===== src/rtl/constraint_sampler.sv =====
// Random candidate generator for an external combinational constraint checker.
// A 64-bit LFSR fills a 506-bit candidate register; the checker's verdict picks DONE, retry or FAIL.
module constraint_sampler #(
  parameter int unsigned MAX_TRIES = 1024,
  parameter logic [63:0] SEED      = 64'hACE1_0F0F_5A5A_1234
) (
  input  logic        clk,
  input  logic        rst_n,
  input  logic        start,
  input  logic        seed_load,
  input  logic [63:0] seed_in,
  output logic [35:0] var_0,
  output logic [50:0] var_1,
  output logic [56:0] var_2,
  output logic [53:0] var_3,
  output logic [59:0] var_4,
  output logic [48:0] var_5,
  output logic [38:0] var_6,
  output logic [56:0] var_7,
  output logic [56:0] var_8,
  output logic [45:0] var_9,
  input  logic        sat,
  output logic        cand_valid,
  output logic        sol_valid,
  input  logic        sol_ready,
  output logic        busy,
  output logic        fail,
  output logic [15:0] tries
);

  localparam logic [2:0] ST_IDLE  = 3'd0;
  localparam logic [2:0] ST_FILL  = 3'd1;
  localparam logic [2:0] ST_CHECK = 3'd2;
  localparam logic [2:0] ST_DONE  = 3'd3;
  localparam logic [2:0] ST_FAIL  = 3'd4;

  localparam logic [16:0] MAX_TRIES_W = 17'(MAX_TRIES);

  logic [2:0]   state_q, state_d;
  logic [63:0]  lfsr_q, lfsr_d, lfsr_next;
  // The top six candidate bits are never observable, so only bits 505:0 are stored.
  logic [505:0] cand_q, cand_d;
  logic [2:0]   fill_cnt_q, fill_cnt_d;
  logic [15:0]  tries_q, tries_d;
  logic [16:0]  tries_inc;

  assign lfsr_next = {lfsr_q[62:0], lfsr_q[63] ^ lfsr_q[62] ^ lfsr_q[60] ^ lfsr_q[59]};
  assign tries_inc = {1'b0, tries_q} + 17'd1;

  always_comb begin
    // NOTE: every always_comb target gets a default first so no path can infer a latch.
    state_d    = state_q;
    lfsr_d     = lfsr_q;
    cand_d     = cand_q;
    fill_cnt_d = fill_cnt_q;
    tries_d    = tries_q;

    case (state_q)
      ST_IDLE: begin
        // A simultaneous seed_load lands before the first FILL step uses the LFSR.
        if (seed_load) lfsr_d = (seed_in == 64'd0) ? SEED : seed_in;
        if (start) begin
          state_d    = ST_FILL;
          tries_d    = 16'd0;
          fill_cnt_d = 3'd0;
        end
      end
      ST_FILL: begin
        lfsr_d     = lfsr_next;
        cand_d     = {cand_q[441:0], lfsr_next};
        fill_cnt_d = fill_cnt_q + 3'd1;
        if (fill_cnt_q == 3'd7) state_d = ST_CHECK;
      end
      ST_CHECK: begin
        tries_d = (tries_q == 16'hFFFF) ? tries_q : tries_inc[15:0];
        if (sat) begin
          state_d = ST_DONE;
        end else if (tries_inc == MAX_TRIES_W) begin
          state_d = ST_FAIL;
        end else begin
          state_d    = ST_FILL;
          fill_cnt_d = 3'd0;
        end
      end
      ST_DONE: begin
        if (sol_ready) state_d = ST_IDLE;
      end
      ST_FAIL: begin
        if (start) begin
          state_d    = ST_FILL;
          tries_d    = 16'd0;
          fill_cnt_d = 3'd0;
        end
      end
      default: state_d = ST_IDLE;
    endcase
  end

  always_ff @(posedge clk or negedge rst_n) begin
    if (!rst_n) begin
      state_q    <= ST_IDLE;
      lfsr_q     <= SEED;
      // NOTE: the candidate register is reset on purpose: after reset all var_* must read zero.
      cand_q     <= '0;
      fill_cnt_q <= 3'd0;
      tries_q    <= 16'd0;
    end else begin
      // NOTE: sequential state uses non-blocking assignments so every flop samples pre-edge values.
      state_q    <= state_d;
      lfsr_q     <= lfsr_d;
      cand_q     <= cand_d;
      fill_cnt_q <= fill_cnt_d;
      tries_q    <= tries_d;
    end
  end

  assign var_0 = cand_q[35:0];
  assign var_1 = cand_q[86:36];
  assign var_2 = cand_q[143:87];
  assign var_3 = cand_q[197:144];
  assign var_4 = cand_q[257:198];
  assign var_5 = cand_q[306:258];
  assign var_6 = cand_q[345:307];
  assign var_7 = cand_q[402:346];
  assign var_8 = cand_q[459:403];
  assign var_9 = cand_q[505:460];

  assign cand_valid = (state_q == ST_CHECK) || (state_q == ST_DONE);
  assign sol_valid  = (state_q == ST_DONE);
  assign busy       = (state_q == ST_FILL) || (state_q == ST_CHECK);
  assign fail       = (state_q == ST_FAIL);
  assign tries      = tries_q;

endmodule


===== config.mk =====
export PLATFORM = sky130hd
export DESIGN_NAME = constraint_sampler
export DESIGN_NICKNAME = d
export VERILOG_FILES = /design/src/rtl/constraint_sampler.sv
export SDC_FILE = /design/constraint.sdc
export NUM_CORES = 1
export LEC_CHECK = 0
export CAP_MARGIN = 10
export CORE_AREA = 3 3 230 232
export DETAILED_ROUTE_END_ITERATION = 8
export DIE_AREA = 0 0 233 235
export PLACE_DENSITY_LB_ADDON = 0.15
export SLEW_MARGIN = 0
export SYNTH_ARGS = -nofsm -noshare
export SYNTH_HDL_FRONTEND = slang
export SYNTH_SLANG_ARGS = --single-unit

===== constraint.sdc =====
create_clock -name clk -period 2.4 [get_ports clk]
set_input_delay 0.36 -clock clk [delete_from_list [all_inputs] [get_ports clk]]
set_output_delay 0.36 -clock clk [all_outputs]
set_load 0.02 [all_outputs]

After elaboration in Yosys (flattened, before gate mapping)
Cells that the tools add are included.
{"block": "op_classes", "n_addsub": 2, "n_eq_ne": 14, "mux": 16, "bitwise": 3, "reduce_logical": 12}
{"operator": "$mux W64", "n": 2}
{"operator": "$pmux W64 S2", "n": 1}
{"operator": "$logic_not A64 Y1", "n": 1}
{"operator": "$mux W16", "n": 2}
{"operator": "$pmux W16 S2", "n": 1}
{"operator": "$mux W3", "n": 8}
{"operator": "$add A16 B1 Y17 const B", "n": 1}
{"operator": "$eq A17 B11 Y1 const B", "n": 1}
{"operator": "$eq A16 B16 Y1 const B", "n": 1}
{"operator": "$pmux W3 S4", "n": 1}
{"operator": "$ne A2 B2 Y1 const B", "n": 5}
{"operator": "$pmux W3 S3", "n": 1}
{"operator": "$eq A3 B2 Y1 const B", "n": 2}
{"operator": "$eq A3 B3 Y1 const B", "n": 2}
{"operator": "$reduce_and A3 Y1", "n": 2}
{"operator": "$ne A2 B1 Y1 const B", "n": 2}
{"operator": "$reduce_and A4 Y1", "n": 1}
{"operator": "$reduce_bool A2 Y1", "n": 2}
{"operator": "$add A3 B1 Y3 const B", "n": 1}
{"operator": "$eq A3 B1 Y1 const B", "n": 1}
{"operator": "$logic_not A3 Y1", "n": 1}
{"operator": "$reduce_bool A3 Y1", "n": 1}
{"operator": "$xor A1 B1 Y1", "n": 3}
{"operator": "$logic_or A1 B1 Y1", "n": 2}
{"operator": "other kinds (2)", "n": 2}
{"block": "word_totals", "reg_bits": 592, "input_bits": 70, "elab_cells": 52}

Logic depth before layout (Yosys ltp)
{"block": "depth", "word_depth": 5, "mapped_depth": 8, "ltp_nobuf": 6}

Worst setup path before layout
Ideal clock, no wire load.
{"block": "synth_path", "path_type": "register -> register", "from": "reg tries_q[9], in the netlist tries[9]", "to": "reg state_q[0]", "arrival_time_ps": 2082, "t_required_ps": 2271, "path_slack_ps": 189, "stages_incl_launch_ff": 7, "path_buffers": 1, "period_less_slack_ps": 2211, "path_cell_list": "dfrtp_1 -> buf_2 -> nand4_2 -> nor4_2 -> xor2_1 -> a221o_1 -> o41a_1"}
{"block": "synth_between", "elab_chain_len": 5}
{"element": "from (decl)", "line_no": "44", "text": "logic [15:0] tries_q, tries_d;"}
{"element": "from (signal assigned)", "line_no": "113", "text": "tries_q <= tries_d;"}
{"element": "$add A16 B1 Y17", "line_no": "48", "text": "assign tries_inc = {1'b0, tries_q} + 17'd1;"}
{"element": "$eq A17 B11 Y1", "line_no": "78", "text": "end else if (tries_inc == MAX_TRIES_W) begin"}
{"element": "$mux W3", "line_no": "78"}
{"element": "$mux W3", "line_no": "76", "text": "if (sat) begin"}
{"element": "$pmux W3 S4", "line_no": "58", "text": "case (state_q)"}
{"element": "to (signal assigned)", "line_no": "109", "text": "state_q <= state_d;"}
{"element": "to (decl)", "line_no": "39", "text": "logic [2:0] state_q, state_d;"}
No other way between the ends.
A chain may end at the register's enable or synchronous reset.

Worst setup path in the final report
{"block": "layout_path", "from": "in seed_in[21]", "to": "reg lfsr_q[35]"}
{"block": "layout_between", "elab_chain_len": 4}
{"element": "from (decl)", "line_no": "11", "text": "input logic [63:0] seed_in,"}
{"element": "$logic_not A64 Y1", "line_no": "61", "text": "if (seed_load) lfsr_d = (seed_in == 64'd0) ? SEED : seed_in;"}
{"element": "$mux W64 (2 in a row)", "line_no": "61"}
{"element": "$pmux W64 S2", "line_no": "58"}
{"element": "to (signal assigned)", "line_no": "110", "text": "lfsr_q <= lfsr_d;"}
{"element": "to (decl)", "line_no": "40", "text": "logic [63:0] lfsr_q, lfsr_d, lfsr_next;"}
No other way between the ends. The select of a mux whose other input is x is not followed.

==> impl_metrics.tcl <==
set metrics [dict create \
    htreeDepth 2 \
    status "completed" \
    core_um2 51200 \
    skew_ns 0.02304 \
    wl_mm 77.58 \
    period_share_pct 94.66 \
    setup_viol 0 \
    synth_cell_types 50 \
    final_layout_size_suffix_gt1_share_pct 7.162 \
    die_w_um 233 \
    tightest_slew_ns 0.6132 \
    cts_tree "done" \
    rows 83 \
    hpwl_mm 57.00 \
    multi_input_area_um2 8069 \
    clk_pin_slew_ns 0.06 \
    die_area_um2 54760 \
    ys_top_cells_by_count "1601 x nand2_1, 563 x dfrtp_1, 87 x clkbuf_1, 74 x o21ai_0, 49 x buf_2" \
    fin_tns_setup_ns 0 \
    cts_buffers 61 \
    root_buffer "clkbuf_16" \
    slowest_delay_ns 0.57 \
    vias_per_cell 5.014 \
    slew_headroom_pct 58.74 \
    critical_path.slowest_cell "nor4_1" \
    synth_edf_count 0 \
    synth.avg_cell_area_um2 8.868 \
    ys_ff_latch 592 \
    sw_frac_of_total_pct 42.76 \
    fp.dieH_um 235 \
    netlist_area_um2 23560 \
    p_switching_mw 22.37 \
    synth_nets 2730 \
    ant_nets 0 \
    final_area_um2 32980 \
    finalMaxSlewViolations 0 \
    antenna_found_initial 0 \
    maxCapViolCount 0 \
    n_antenna_cell 0 \
    synth-seq-area-share_pct 63.03 \
    cts.path.max_buffers 3 \
    gp_congestion 0.9009 \
    numPortBuffers 595 \
    async_flop_share_pct 100.0 \
    p_clk_share_pct 19.2 \
    place_area_um2 30790 \
    synth_top_cell_by_area "dfrtp_1" \
    holdCritPathClass "input pin to asynchronous set/reset pin" \
    critPathArrivalTime_ns 2.81 \
    detail_route.drc_violations 0 \
    seqPwrFrac_pct 34.9 \
    via_count 19999 \
    synth_warnings 0 \
    grt-ovfl-total 0 \
    dr.pass1.iters 5 \
    cp_max_fo 17 \
    synth_top_area_share_pct 59.79 \
    yosysMostFrequentCell "nand2_1" \
    worstSetupStartpointType "input pin" \
    cp_common_cell "buf_4" \
    path_class "input pin to register" \
    clock_latency_ns 0.62 \
    register_area_um2 14850 \
    cts.sinks 592 \
    p_per_area_nw_per_um2 1586 \
    synthTopCellsByArea "dfrtp_1 60%, nand2_1 26%, dfstp_2 3.2%" \
    syn_to_final_growth_pct 39.96 \
    cp_cell_sequence "clkdlybuf4s50_1, nor4_1, buf_4, nand4_1, or4_1, buf_4, o2bb2ai_1, o21ai_0" \
    pin_count 596 \
    yosys_most_used_dff "dfrtp_1" \
    nets 3329 \
    critical_path_required_ns 2.93 \
    critPathCaptureType "register" \
    grt_pass1_vias 19238 \
    finish.utilization_pct 64.41 \
    rsz0062_at_grt "no" \
    drtIter0Drc 1459 \
    initial_core_util_pct 46.02 \
    period_needed_ns 2.272 \
    p_int_mw 29.95 \
    fillers 4267 \
    timing.fmax_mhz 440.2 \
    netlist_instances 2657 \
    grtUsageTotal_pct 27.73 \
    grt_pass1_wl_mm 117.8 \
    grt_max_degree 124 \
    power.leakage_nw 16.58 \
    ir_worst_vdd_uv 982.9 \
    hold_viol_final 0 \
    wire_per_inst_um 19.45 \
    p_comb_share_pct 45.9 \
]
## metal layers
metal / GRT usage, % / vias up / part of all wire [%]
met2: 42.15 / 727 / 46
met1: 38.69 / 9578 / 43
met4: 10.02 / 0 / 4.0
met5: 0 / - / 0
met3: 7.032 / 137 / 7.7
li1: - / 9557 / -
## worst max-delay path: cells and delay by family
kind	cells	cell delay [ns]
AO/OA/AOI/OAI	2	0.32
buffers and inverters	3	0.87
AND/OR/NAND/NOR	3	1.25
## state kept, by name (all words and copies together), names as in the netlist
name        count
cand_q        506
lfsr_q         64
tries          16
fill_cnt_q      3
state_q         3
## cell type report
class / count / area share [%]
clock buffer: 91 / 5.646
multi-input combinational: 1906 / 24.47
timing repair buffer: 686 / 21.20
clock inverter: 25 / 0.9675
inverter: 9 / 0.1024
sequential: 592 / 45.04
tap: 680 / 2.580
## cells in the final DEF (no fill, tap or decap), types with 5 or more instances in the layout
master	synthesis	routed
nand2_1	1601	1600
clkdlybuf4s50_1	0	590
dfrtp_1	563	562
o21ai_0	74	73
clkbuf_16	0	63
buf_4	1	62
nor2_1	44	44
mux2i_1	36	36
o2bb2ai_1	29	29
dfstp_2	29	29
buf_12	0	28
nor4_1	22	22
a21oi_1	20	20
clkbuf_8	0	18
clkinv_2	0	13
a31oi_1	10	10
clkbuf_1	87	10
inv_1	8	8
bufinv_16	0	7
and3_1	6	6
nand4_1	5	5
## power by group through the flow
stage	Combinational, mW	Sequential (mW)	Clock [mW]
detailed placement	24.0	18.3	0
CTS	24.2	18.2	10.3
finish	24.0	18.2	10.1
global route	26.0	18.8	10.7
floorplan	8.86	21.2	0
global placement	23.6	18.2	0
## repair_timing
item,4_1_cts,5_1_grt
buffers inserted,0,0
pin swaps,0,0
gates resized for setup,5,2
hold endpoints to repair,102,0
hold buffers,1,0
endpoints found under the setup margin,4,6
## logic make-up after synthesis
| kind of cell | count (synthesis) | share of synthesized area, % |
|---|---|---|
| adders and majority gates | 3 | 0.1593 |
| xor gates and xnor gates | 6 | 0.2230 |
| buffers and inverters | 159 | 2.841 |
| AOI/OAI and AO/OA | 161 | 4.322 |
| and+or+nand+nor | 1700 | 27.90 |
| DFF | 592 | 63.03 |
| muxes | 36 | 1.529 |
## worst paths after layout
kind                        startpoint          end  slack [ns]  cells past startpoint
setup / recovery           seed_in[21]   lfsr_q[35]        0.13                      8
hold / removal                   rst_n  cand_q[354]        0.21                      2
setup reg to reg              tries[1]   state_q[0]        0.15                      6
hold reg to reg            cand_q[490]  cand_q[490]        0.47                      2
max in group asynchronous        rst_n   lfsr_q[30]        1.26                      4
min in group clk            seed_in[3]    lfsr_q[3]        0.41                      3
## stage by stage
step	std cells	worst slack, ns	hold slack [ns]	power, mW
after global placement	3872	-0.3793	0.2659	41.82
after detailed placement	3872	-0.4726	0.2701	42.35
after floorplan	2657	0.1891	0.06441	30.01
after global routing	3989	0.003357	0.2254	55.39
after CTS	3989	0.08727	0.1997	52.62
final	3989	0.1281	0.2053	52.32
(Power assumes the default switching activity.)
